--- src/rtl/invaders_video_scan.sv ---
// invaders_video_scan: raster timing generator and 1bpp bitmap reader for the
// video RAM. One byte is fetched per 8 pixels from the bitmap at VRAM_BASE
// and shifted out LSB first. Mid-screen and end-of-screen interrupt pulses
// are raised for the CPU.
//
// Ports:
//   Clock     sole clock
//   Reset_n   synchronous active-low reset
//   Pix_Ce    pixel clock enable (at most one pulse per 2 Clocks)
//   Ram_Data  RAM read data, valid 1 Clock after Ram_Addr
//   Ram_Addr  RAM read address (offset within the 8 KB RAM)
//   Ram_Rd    one-Clock strobe marking a new fetch address
//   Pixel     serial pixel
//   HBlank / VBlank    blanking flags
//   HSync_n / VSync_n  active-low syncs
//   Int_Mid / Int_End  one-Clock interrupt requests (RST 1 / RST 2)
//
// Optional macro INVADERS_FLIP_EN adds input Flip (sampled at each line start)
// which inverts the fetch address and serialises bytes MSB first.
module invaders_video_scan #(
  parameter int unsigned H_TOTAL   = 320,
  parameter int unsigned V_TOTAL   = 262,
  parameter int unsigned H_ACTIVE  = 256,
  parameter int unsigned V_ACTIVE  = 224,
  parameter int unsigned HS_START  = 272,
  parameter int unsigned HS_END    = 304,
  parameter int unsigned VS_START  = 236,
  parameter int unsigned VS_END    = 240,
  parameter int unsigned MID_LINE  = 96,
  parameter logic [12:0] VRAM_BASE = 13'h0400
) (
  input  logic        Clock,
  input  logic        Reset_n,
  input  logic        Pix_Ce,
`ifdef INVADERS_FLIP_EN
  input  logic        Flip,
`endif
  input  logic [7:0]  Ram_Data,
  output logic [12:0] Ram_Addr,
  output logic        Ram_Rd,
  output logic        Pixel,
  output logic        HBlank,
  output logic        VBlank,
  output logic        HSync_n,
  output logic        VSync_n,
  output logic        Int_Mid,
  output logic        Int_End
);

  localparam logic [8:0] H_TOT9 = 9'(H_TOTAL);
  localparam logic [8:0] H_LAST = 9'(H_TOTAL - 1);
  localparam logic [8:0] V_LAST = 9'(V_TOTAL - 1);
  localparam logic [8:0] H_ACT  = 9'(H_ACTIVE);
  localparam logic [8:0] V_ACT  = 9'(V_ACTIVE);
  localparam logic [8:0] HS_S   = 9'(HS_START);
  localparam logic [8:0] HS_E   = 9'(HS_END);
  localparam logic [8:0] VS_S   = 9'(VS_START);
  localparam logic [8:0] VS_E   = 9'(VS_END);
  localparam logic [8:0] MID    = 9'(MID_LINE);

  logic [8:0]  h_q, h_d, v_q, v_d;
  logic [12:0] ram_addr_q, ram_addr_d;
  logic        ram_rd_q, ram_rd_d;
  logic [7:0]  pix_byte_q, pix_byte_d;
  logic        pixel_q, pixel_d;
  logic        hblank_q, hblank_d;
  logic        vblank_q, vblank_d;
  logic        hsync_n_q, hsync_n_d;
  logic        vsync_n_q, vsync_n_d;
  logic        int_mid_q, int_mid_d;
  logic        int_end_q, int_end_d;

  logic        h_wrap, v_wrap;
  logic [8:0]  h_nxt, v_nxt;
  logic        f_wrap;
  logic [5:0]  f_c;
  logic [8:0]  f_v;
  logic [7:0]  f_row;
  logic [4:0]  f_col;
  logic [12:0] f_addr;
  logic        fetch_flip, ser_flip;
  logic [2:0]  k;

`ifdef INVADERS_FLIP_EN
  logic flip_q, flip_d;

  always_comb begin
    flip_d = flip_q;
    if (Pix_Ce && h_wrap) flip_d = Flip;
    // Column-0 fetch happens 2 pixels before the line start that samples
    // Flip, so it looks at the live input instead of the latched value.
    fetch_flip = f_wrap ? Flip : flip_q;
    ser_flip   = flip_d;
  end

  always_ff @(posedge Clock) begin
    if (!Reset_n) flip_q <= Flip;
    else          flip_q <= flip_d;
  end
`else
  always_comb begin
    fetch_flip = 1'b0;
    ser_flip   = 1'b0;
  end
`endif

  // Next raster position
  always_comb begin
    h_wrap = (h_q == H_LAST);
    v_wrap = (v_q == V_LAST);
    h_nxt  = h_wrap ? '0 : h_q + 9'd1;
    v_nxt  = h_wrap ? (v_wrap ? '0 : v_q + 9'd1) : v_q;
  end

  // Fetch target: column starting 2 pixels ahead, possibly on the next line
  always_comb begin
    f_wrap = (h_q >= H_LAST - 9'd1);
    f_c    = f_wrap ? 6'((h_q + 9'd2 - H_TOT9) >> 3) : 6'((h_q + 9'd2) >> 3);
    f_v    = f_wrap ? (v_wrap ? '0 : v_q + 9'd1) : v_q;
    f_row  = fetch_flip ? 8'(V_ACT - 9'd1 - f_v) : f_v[7:0];
    f_col  = fetch_flip ? ~f_c[4:0] : f_c[4:0];
    f_addr = VRAM_BASE + {f_row, 5'b0} + {8'b0, f_col};
  end

  always_comb begin
    h_d        = h_q;
    v_d        = v_q;
    ram_addr_d = ram_addr_q;
    ram_rd_d   = 1'b0;
    pix_byte_d = pix_byte_q;
    pixel_d    = pixel_q;
    hblank_d   = hblank_q;
    vblank_d   = vblank_q;
    hsync_n_d  = hsync_n_q;
    vsync_n_d  = vsync_n_q;
    int_mid_d  = 1'b0;
    int_end_d  = 1'b0;
    k          = h_nxt[2:0];

    if (Pix_Ce) begin
      h_d = h_nxt;
      v_d = v_nxt;

      if (h_q[2:0] == 3'd6 && f_c < 6'd32 && f_v < V_ACT) begin
        ram_addr_d = f_addr;
        ram_rd_d   = 1'b1;
      end

      if (h_q[2:0] == 3'd7)
        pix_byte_d = (h_nxt[8:3] < 6'd32 && v_nxt < V_ACT) ? Ram_Data : '0;

      hblank_d  = (h_nxt >= H_ACT);
      vblank_d  = (v_nxt >= V_ACT);
      hsync_n_d = !(h_nxt >= HS_S && h_nxt < HS_E);
      vsync_n_d = !(v_nxt >= VS_S && v_nxt < VS_E);
      pixel_d   = (ser_flip ? pix_byte_d[~k] : pix_byte_d[k])
                  && !(h_nxt >= H_ACT) && !(v_nxt >= V_ACT);
      int_mid_d = h_wrap && (v_nxt == MID);
      int_end_d = h_wrap && (v_nxt == V_ACT);
    end
  end

  always_ff @(posedge Clock) begin
    if (!Reset_n) begin
      h_q        <= '0;
      v_q        <= '0;
      ram_addr_q <= VRAM_BASE;
      ram_rd_q   <= 1'b0;
      pix_byte_q <= '0;
      pixel_q    <= 1'b0;
      hblank_q   <= 1'b0;
      vblank_q   <= 1'b0;
      hsync_n_q  <= 1'b1;
      vsync_n_q  <= 1'b1;
      int_mid_q  <= 1'b0;
      int_end_q  <= 1'b0;
    end else begin
      h_q        <= h_d;
      v_q        <= v_d;
      ram_addr_q <= ram_addr_d;
      ram_rd_q   <= ram_rd_d;
      pix_byte_q <= pix_byte_d;
      pixel_q    <= pixel_d;
      hblank_q   <= hblank_d;
      vblank_q   <= vblank_d;
      hsync_n_q  <= hsync_n_d;
      vsync_n_q  <= vsync_n_d;
      int_mid_q  <= int_mid_d;
      int_end_q  <= int_end_d;
    end
  end

  assign Ram_Addr = ram_addr_q;
  assign Ram_Rd   = ram_rd_q;
  assign Pixel    = pixel_q;
  assign HBlank   = hblank_q;
  assign VBlank   = vblank_q;
  assign HSync_n  = hsync_n_q;
  assign VSync_n  = vsync_n_q;
  assign Int_Mid  = int_mid_q;
  assign Int_End  = int_end_q;

endmodule

--- config.mk ---
export PLATFORM = sky130hd
export DESIGN_NAME = invaders_video_scan
export DESIGN_NICKNAME = d
export VERILOG_FILES = /design/src/rtl/invaders_video_scan.sv
export SDC_FILE = /design/constraint.sdc
export NUM_CORES = 1
export LEC_CHECK = 0
export ABC_CLOCK_PERIOD_IN_PS = 2700
export BUFFER_PORTS_ARGS = -buffer_cell sky130_fd_sc_hd__clkbuf_2
export CAP_MARGIN = 20
export CELL_PAD_IN_SITES_DETAIL_PLACEMENT = 0
export CELL_PAD_IN_SITES_GLOBAL_PLACEMENT = 2
export CORE_MARGIN = 1
export CORE_UTILIZATION = 25
export CTS_CLUSTER_SIZE = 16
export DETAILED_ROUTE_END_ITERATION = 10
export PLACE_DENSITY_LB_ADDON = 0.15
export SETUP_SLACK_MARGIN = 0.5
export SLEW_MARGIN = 0
export SYNTH_ARGS = -nofsm -noshare
export SYNTH_HDL_FRONTEND = slang
export SYNTH_SLANG_ARGS = --single-unit
--- constraint.sdc ---
create_clock -name Clock -period 2.7 [get_ports Clock]
set_clock_uncertainty 0.05 [all_clocks]
set_input_delay 0.135 -clock Clock [delete_from_list [all_inputs] [get_ports Clock]]
set_output_delay 0.135 -clock Clock [all_outputs]
set_load 0.01 [all_outputs]
==> impl_results.md, run 1 <==
* Post-synth EDFFs at 0
* Die footprint at about 0.012 mm^2
* TritonCTS Buffers at 5
* DR WL/cell at 15.34 um
* Clock power frac at 0.393
* Die W at 107.8 um
* Drt first-iter violations at ~140
* Commonest non-fill, non-tap cell in the layout: buf_4
* Drt pass-1 iters at 4
* Fin area at about 0.0042 mm^2
* Switch Pwr at 0.0003663 W
* Core footprint at 0.01089 mm^2
* Layout cell share with drive strength beyond 1 at 0.4079
* Setup tns final at 0 ns
* Required time of the critical path at 2.86 ns
* Netlist Area Pre-Place at 0.002799 mm^2
* Total leakage power at 1.652 nW
* Final setup violation count at 0
* Detailed Place HPWL at 6.281 mm
* Via count at 2,885
* Power per standard cell area at 333.9 mW/mm^2
* Max-slew violations at 0
* Tmin final at 2.534 ns
* DRC Markers at 0
* Number of max-cap violations at 0
* Antenna Cells at 0
* Total chip power at between 0.001 and 0.0015 W
* Synth-to-Final Area Change at 49.62%
* Drt total wl at 9.144 mm
* RSZ-0062 raised after global routing: true
* Maximum clock frequency at 394.6 MHz
* Max FO, Critical Path at 7
* Rel. slew slack at 0.5434
* Largest net degree at the start of global routing at 27
* Ys async rst share at 0
* Place WS at -0.03726 ns
* H-tree Lvls at 2
* First-pass GRT wire length at around 14 mm
* Syn Nets at 378
* Clk_lat worst skew at a little over 0.3 ns
* CTS tree: done
* Final nets at 473
* CP Capture Type: flip-flop
* GP Congestion at 0.8731
* Internal power at 0.001032 W
* Post-synthesis cell type count at 61
* Vias in the first global route at between 2,000 and 3,000
* Placed cell areas at 0.003421 mm^2
* Filler cells at 1,101
* Initial antenna violation count at 0
* Cells after Synth at 360
* Tcrit/Tclk final at 0.9385
* Final non-filler cell total at about 600
* Initial Utilization at 0.2571
* Highest ir drop seen on vdd at 0.1987 mV
* Number of placed cells counting well taps at 550
* Clk sinks at 46
* DR vias/cell at 4.841
* Worst Tran Pin Value at 0.6850 ns
* Clk pin slew, worst setup/hold paths at 0.10 ns
* GR Overflow Total at 0
* Hold Fails Final Rpt at 0
* Port buffer count at 31
* Seq cells post-synth at 46
* Status: complete, no violations
* Synth Flop Type: dfxtp_1
* Root buffer cell: clkbuf_8
* Final WS setup at 0.1661 ns
* Synth Area per Inst at 7.775 um^2
* Type of the most critical hold path: input pin to flip-flop
* Die Y at 107.8 um
* Critical path class: flip-flop to flip-flop
* Critical path arrival at 2.69 ns
* Sequential element share of the synthesized area at 0.3290
* Gr usage total at 0.1610
* Net Sw Frac at 0.2620
* Leading cell types in the layout, fill and taps excluded: buf_4 (67), dfxtp_1 (42), nand2_1 (36), clkbuf_2 (31), nor2_1 (30)
* Deepest clock path buffer count at 2
* Logic pwr share at 0.111
* Reg power frac at 0.496
* Top Ports at 32
* Critical Path Start Type: flip-flop
* DRT antenna net count at 0
* Row Count at 38
* Yosys warning count at 0
[worst max-delay path, cell delays in order (launching register included)]
cell	delay (ns)
dfxtp_2	0.37
buf_4	0.16
ha_1	0.18
and3_4	0.22
and3_4	0.22
nand2_4	0.07
xnor2_4	0.17
ha_2	0.18
inv_1	0.05
o2111a_2	0.32
clkbuf_16	0.19
o221a_2	0.25
[final cells by class]
type,count,area (um^2),area share
inverters,12,50.05,0.01195
flip-flops and latches,46,930.9,0.2223
multi-input cells,275,2039,0.4870
repair buffers,115,879.6,0.2100
clock buffers,5,68.82,0.01643
clock inverters,3,43.79,0.01046
well taps,140,175.2,0.04183
[through the flow]
step | hold slack, ns | utilization
floorplan | 0.2179 | -
global placement | 0.3186 | 0.3142
detailed placement | 0.3227 | 0.3142
CTS | 0.00009578 | 0.3522
global route | 0.02013 | 0.3846
finish | 0.02172 | 0.3846
[cell families (layout without fill, tap and decap cells)]
| logic type | after synthesis | count (layout) | share of synthesized area |
|---|---|---|---|
| buffers and inverters | 39 | 135 | 0.06437 |
| DFF | 46 | 46 | 0.3290 |
| AOI/OAI and AO/OA | 99 | 99 | 0.2410 |
| muxes | 2 | 2 | 0.007153 |
| xor gates and xnor gates | 16 | 16 | 0.05007 |
| and+or+nand+nor | 151 | 151 | 0.2772 |
| adders and majority gates | 7 | 7 | 0.03129 |
[layer usage]
layer,track usage,part of all wire,vias up
met5,0,0,-
met4,0.04403,0.013,0
met3,0.02421,0.025,10
met2,0.2468,0.45,48
met1,0.2316,0.51,1349
li1,-,-,1478
[state kept, by name, summed over array words and instances (netlist names), 8 cells and up]
name        count
Ram_Addr       13
pix_byte_q      8
v_q             9
h_q             9
[power by group through the flow]
stage | Combinational (W) | Clock, W | Sequential, W
floorplan | 0.0000829 | 0 | 0.000707
global placement | 0.000131 | 0 | 0.000709
detailed placement | 0.000130 | 0 | 0.000709
CTS | 0.000144 | 0.000572 | 0.000693
global route | 0.000172 | 0.000598 | 0.000695
finish | 0.000156 | 0.000549 | 0.000694
[path summary, 6_finish.rpt]
check | from | end | slack, ns | cells past startpoint
hold / removal | Ram_Data[5] | pix_byte_q[5]$_SDFFE_PN0P_ | 0.02 | 2
hold reg to reg | Ram_Addr[3]$_SDFFE_PN0P_ | Ram_Addr[3]$_SDFFE_PN0P_ | 0.41 | 2
setup / recovery | v_q[0]$_SDFFE_PN0P_ | Ram_Addr[12]$_SDFFE_PN0P_ | 0.17 | 11
setup reg to reg | v_q[0]$_SDFFE_PN0P_ | Ram_Addr[12]$_SDFFE_PN0P_ | 0.17 | 11
[synthesized netlist by cell type (3+ instances only)]
cell / instances / area (um^2)
o21ai_1: 3 / 15.01
nand2b_1: 8 / 50.05
nand3_1: 17 / 85.08
ha_1: 7 / 87.58
inv_1: 11 / 41.29
xnor2_1: 9 / 78.83
and2_1: 4 / 25.02
and3_1: 5 / 31.28
a211oi_1: 9 / 67.56
nor3_1: 11 / 55.05
nor2b_1: 5 / 31.28
buf_2: 3 / 15.01
nor2_1: 38 / 142.6
a21oi_1: 25 / 125.1
or3_1: 4 / 25.02
dfxtp_1: 46 / 920.9
nand2_1: 40 / 150.1
nand3b_1: 3 / 22.52
a22o_1: 8 / 70.07
o21ai_0: 24 / 120.1
xor2_1: 7 / 61.31
clkbuf_1: 18 / 67.56
nand4_1: 3 / 18.77
buf_4: 4 / 30.03
[repair_timing]
action / 4_1_cts / 5_1_grt
hold endpoints to repair: 5 / 0
buffers inserted: 15 / 15
cloned: 0 / 3
pin swaps: 15 / 38
gates resized for setup: 31 / 44
setup endpoints to repair: 31 / 34
hold buffers: 5 / 0
Note: power is estimated with default switching activity, not from simulation.
==> inputs of run 2 (changes only) <==
--- a/config.mk
+++ b/config.mk
@@ -10,6 +10,7 @@
 export CAP_MARGIN = 20
 export CELL_PAD_IN_SITES_DETAIL_PLACEMENT = 0
 export CELL_PAD_IN_SITES_GLOBAL_PLACEMENT = 2
+export CORE_ASPECT_RATIO = 1.75
 export CORE_MARGIN = 1
 export CORE_UTILIZATION = 25
 export CTS_CLUSTER_SIZE = 16
==> constraint.sdc (replaced) <==
create_clock -name Clock -period 2.7 [get_ports Clock]
set_clock_uncertainty 0.05 [all_clocks]
set_input_delay 0.135 -clock Clock [delete_from_list [all_inputs] [get_ports Clock]]
set_output_delay 0.135 -clock Clock [all_outputs]
set_load 0.1 [all_outputs]
==> run 2 against run 1 <==
Compared with the run above: register-to-register slack better by 0.03 ns; via count hardly changed; non-clock buffer count is 16 lower; clock power is 32% higher; routed wire length is 4.3% higher; fmax is 1.2% higher; power is 14% higher; hold slack worse by 0.0019 ns; cell area is 0.60% lower; final cell count is 4.4% lower.
==> impl_results.md, run 2 (synthesis results as in run 1) <==
* Drt first-iter violations at 99 (was 142)
* Initial Utilization at 0.2586 (was 0.2571)
* Deepest clock path buffer count at 2 (unchanged)
* Critical path destination: pix_byte_q[6]$_SDFFE_PN0P_ (was Ram_Addr[12]$_SDFFE_PN0P_)
* Status: complete, no violations (unchanged)
* Slowest stage delay, CP at 0.45 ns (was 0.37 ns)
* CP Buf/Inv Count at 2 (was 3)
* RSZ-0062 raised after global routing: true (unchanged)
* Critical Path Start Type: flip-flop (unchanged)
* Critical path class: flip-flop to flip-flop (unchanged)
* Worst setup startpoint: h_q[0]$_SDFFE_PN0P_ (was v_q[0]$_SDFFE_PN0P_)
* Number of max-cap violations at 0 (unchanged)
* Reg2Reg Setup Slack at 0.20 ns (was 0.17 ns)
* Tmin final at 2.504 ns (was 2.534 ns)
* Layout cell share with drive strength beyond 1 at 0.4227 (was 0.4079)
* Critical R2R Capture: pix_byte_q[6]$_SDFFE_PN0P_ (was Ram_Addr[12]$_SDFFE_PN0P_)
* Clock power frac at 0.454 (was 0.393)
* Filler cells at 1,139 (was 1,101)
* GR Overflow Total at 0 (unchanged)
* Final nets at 457 (was 473)
* Clk sinks at 46 (unchanged)
* Via count at 2,886 (was 2,885)
* Finished Core Util at 0.3846 (unchanged)
* Worst Tran Pin Value at 0.7257 ns (was 0.6850 ns)
* Max FFs per register at 13 (unchanged)
* Fin area at 0.004163 mm^2 (was 0.004188 mm^2)
* Drt total wl at 9.534 mm (was 9.144 mm)
* Placed cell areas at 0.003382 mm^2 (was 0.003421 mm^2)
* CTS Hold Bufs at 0 (was 5)
* Row Count at 50 (was 38)
* Core footprint at 0.01082 mm^2 (was 0.01089 mm^2)
* CTS tree: done (unchanged)
* Internal power at 0.001191 W (was 0.001032 W)
* Setup tns final at 0 ns (unchanged)
* Clk pin slew, worst setup/hold paths at 0.07 ns (was 0.10 ns)
* First-pass GRT wire length at 15.55 mm (was 14.41 mm)
* Max-slew violations at 0 (unchanged)
* Reg power frac at 0.432 (was 0.496)
* Synth-to-Final Area Change at 48.73% (was 49.62%)
* Critical R2R Launch: h_q[0]$_SDFFE_PN0P_ (was v_q[0]$_SDFFE_PN0P_)
* Clk_lat worst skew at 0.30 ns (was 0.31 ns)
* Logic pwr share at 0.113 (was 0.111)
* Switch Pwr at 0.0004064 W (was 0.0003663 W)
* Vias in the first global route at 3,050 (was 2,716)
* Net Sw Frac at 0.2545 (was 0.2620)
* GP Congestion at 0.8363 (was 0.8731)
* Largest net degree at the start of global routing at 28 (was 27)
* Commonest non-fill, non-tap cell in the layout: buf_4 (unchanged)
* DRT antenna net count at 0 (unchanged)
* Gr usage total at 0.1792 (was 0.1610)
* Hold Fails Final Rpt at 0 (unchanged)
* Antenna Cells at 0 (unchanged)
* Type of the most critical hold path: input pin to flip-flop (unchanged)
* Max FO, Critical Path at 8 (was 7)
* Total leakage power at 1.584 nW (was 1.652 nW)
* CP top delay family: simple AND/OR/NAND/NOR gates (was compound AO/OA/AOI/OAI gates)
* R2R depth at 10 (was 11)
* TritonCTS Buffers at 5 (unchanged)
* Die W at 81.99 um (was 107.8 um)
* Critical path depth at 10 (was 11)
* Rel. slew slack at 0.5162 (was 0.5434)
* Initial antenna violation count at 0 (unchanged)
* DRC Markers at 0 (unchanged)
* Leading cell types in the layout, fill and taps excluded: buf_4 (54), dfxtp_1 (38), nand2_1 (37), nor2_1 (31), clkbuf_2 (31) (was buf_4 (67), dfxtp_1 (42), nand2_1 (36), clkbuf_2 (31), nor2_1 (30))
* Power per standard cell area at 383.7 mW/mm^2 (was 333.9 mW/mm^2)
* Drt pass-1 iters at 4 (unchanged)
* Die Y at 142.0 um (was 107.8 um)
* Port buffer count at 31 (unchanged)
* Final setup violation count at 0 (unchanged)
* Tcrit/Tclk final at 0.9273 (was 0.9385)
* Root buffer cell: clkbuf_16 (was clkbuf_8)
* DR WL/cell at 16.73 um (was 15.34 um)
* CP cell instances: buf_6 -> ha_4 -> nand3_2 -> or4_4 -> nor4b_4 -> a21oi_4 -> o311ai_4 -> nor3_4 -> buf_12 -> a22o_1 (was buf_4 -> ha_1 -> and3_4 -> and3_4 -> nand2_4 -> xnor2_4 -> ha_2 -> inv_1 -> o2111a_2 -> clkbuf_16 -> o221a_2)
* DR vias/cell at 5.063 (was 4.841)
* Highest ir drop seen on vdd at 0.2519 mV (was 0.1987 mV)
* Top Ports at 32 (unchanged)
* H-tree Lvls at 2 (unchanged)
* Detailed Place HPWL at 6.897 mm (was 6.281 mm)
* Maximum clock frequency at 399.4 MHz (was 394.6 MHz)
* Critical path arrival at 2.64 ns (was 2.69 ns)
* Required time of the critical path at 2.84 ns (was 2.86 ns)
* Die footprint at 0.01164 mm^2 (was 0.01162 mm^2)
* CP Capture Type: flip-flop (unchanged)
* Slowest CP cell: or4_4 (was dfxtp_2)
-- run 2: cell types whose count changed in the layout (fill, tap and decap cells not counted), sizes merged --
| cell | delta |
|---|---|
| buf | -9 |
| dlygate4sd3 | -5 |
| clkinv | +1 |
| clkbuf | -2 |
| inv | -1 |
-- run 2: cell type report --
type	instances	area [um^2]	share of cell area
Inverter	12	52.55	0.01262
Tap cell	130	162.7	0.03907
Timing Repair Buffer	99	784.5	0.1885
Clock inverter	3	40.04	0.009618
Sequential cell	46	940.9	0.2260
Multi-Input combinational cell	275	2057	0.4941
Clock buffer	5	125.1	0.03006
-- run 2: what timing repair did --
item,in CTS,in global routing
pin swaps,38,10
gates resized for setup,65,24
endpoints found under the setup margin,30,31
gates cloned,3,0
setup buffers,18,5
-- run 2: per-stage QoR --
stage	setup slack [ns]	std cells	power, W	hold WS (ns)
5_1_grt	0.1013	570	0.001656	0.03246
2_1_floorplan	0.1275	360	0.0008016	0.2179
6_report	0.1964	570	0.001597	0.01984
3_3_place_gp	0.03808	536	0.0008530	0.3182
4_1_cts	0.1602	565	0.001615	0.01410
3_5_place_dp	0.008671	536	0.0008527	0.3266
-- run 2: worst min-delay path by stage --
stage,from,end,depth (start not counted)
2_1_floorplan,Ram_Data[2],pix_byte_q[2]$_SDFFE_PN0P_,1
3_3_place_gp,Ram_Data[5],pix_byte_q[5]$_SDFFE_PN0P_,2
3_5_place_dp,Ram_Data[2],pix_byte_q[2]$_SDFFE_PN0P_,2
4_1_cts,Ram_Data[2],pix_byte_q[2]$_SDFFE_PN0P_,2
5_1_grt,Ram_Data[7],pix_byte_q[7]$_SDFFE_PN0P_,2
6_report,Ram_Data[2],pix_byte_q[2]$_SDFFE_PN0P_,2
-- run 2: metal layers --
metal	vias to the layer above	GRT usage	wire length [um]
li1	1454	-	-
met5	-	0	0
met3	19	0.02179	185
met4	0	0.08403	318
met1	1366	0.1836	3731
met2	47	0.3423	5298
-- run 2: power groups by stage --
stage	clock [W]	sequential, W	combinational [W]
floorplan	0	0.000719	0.0000829
global placement	0	0.000707	0.000146
detailed placement	0	0.000707	0.000146
CTS	0.000754	0.000690	0.000170
global route	0.000769	0.000691	0.000196
finish	0.000726	0.000690	0.000181
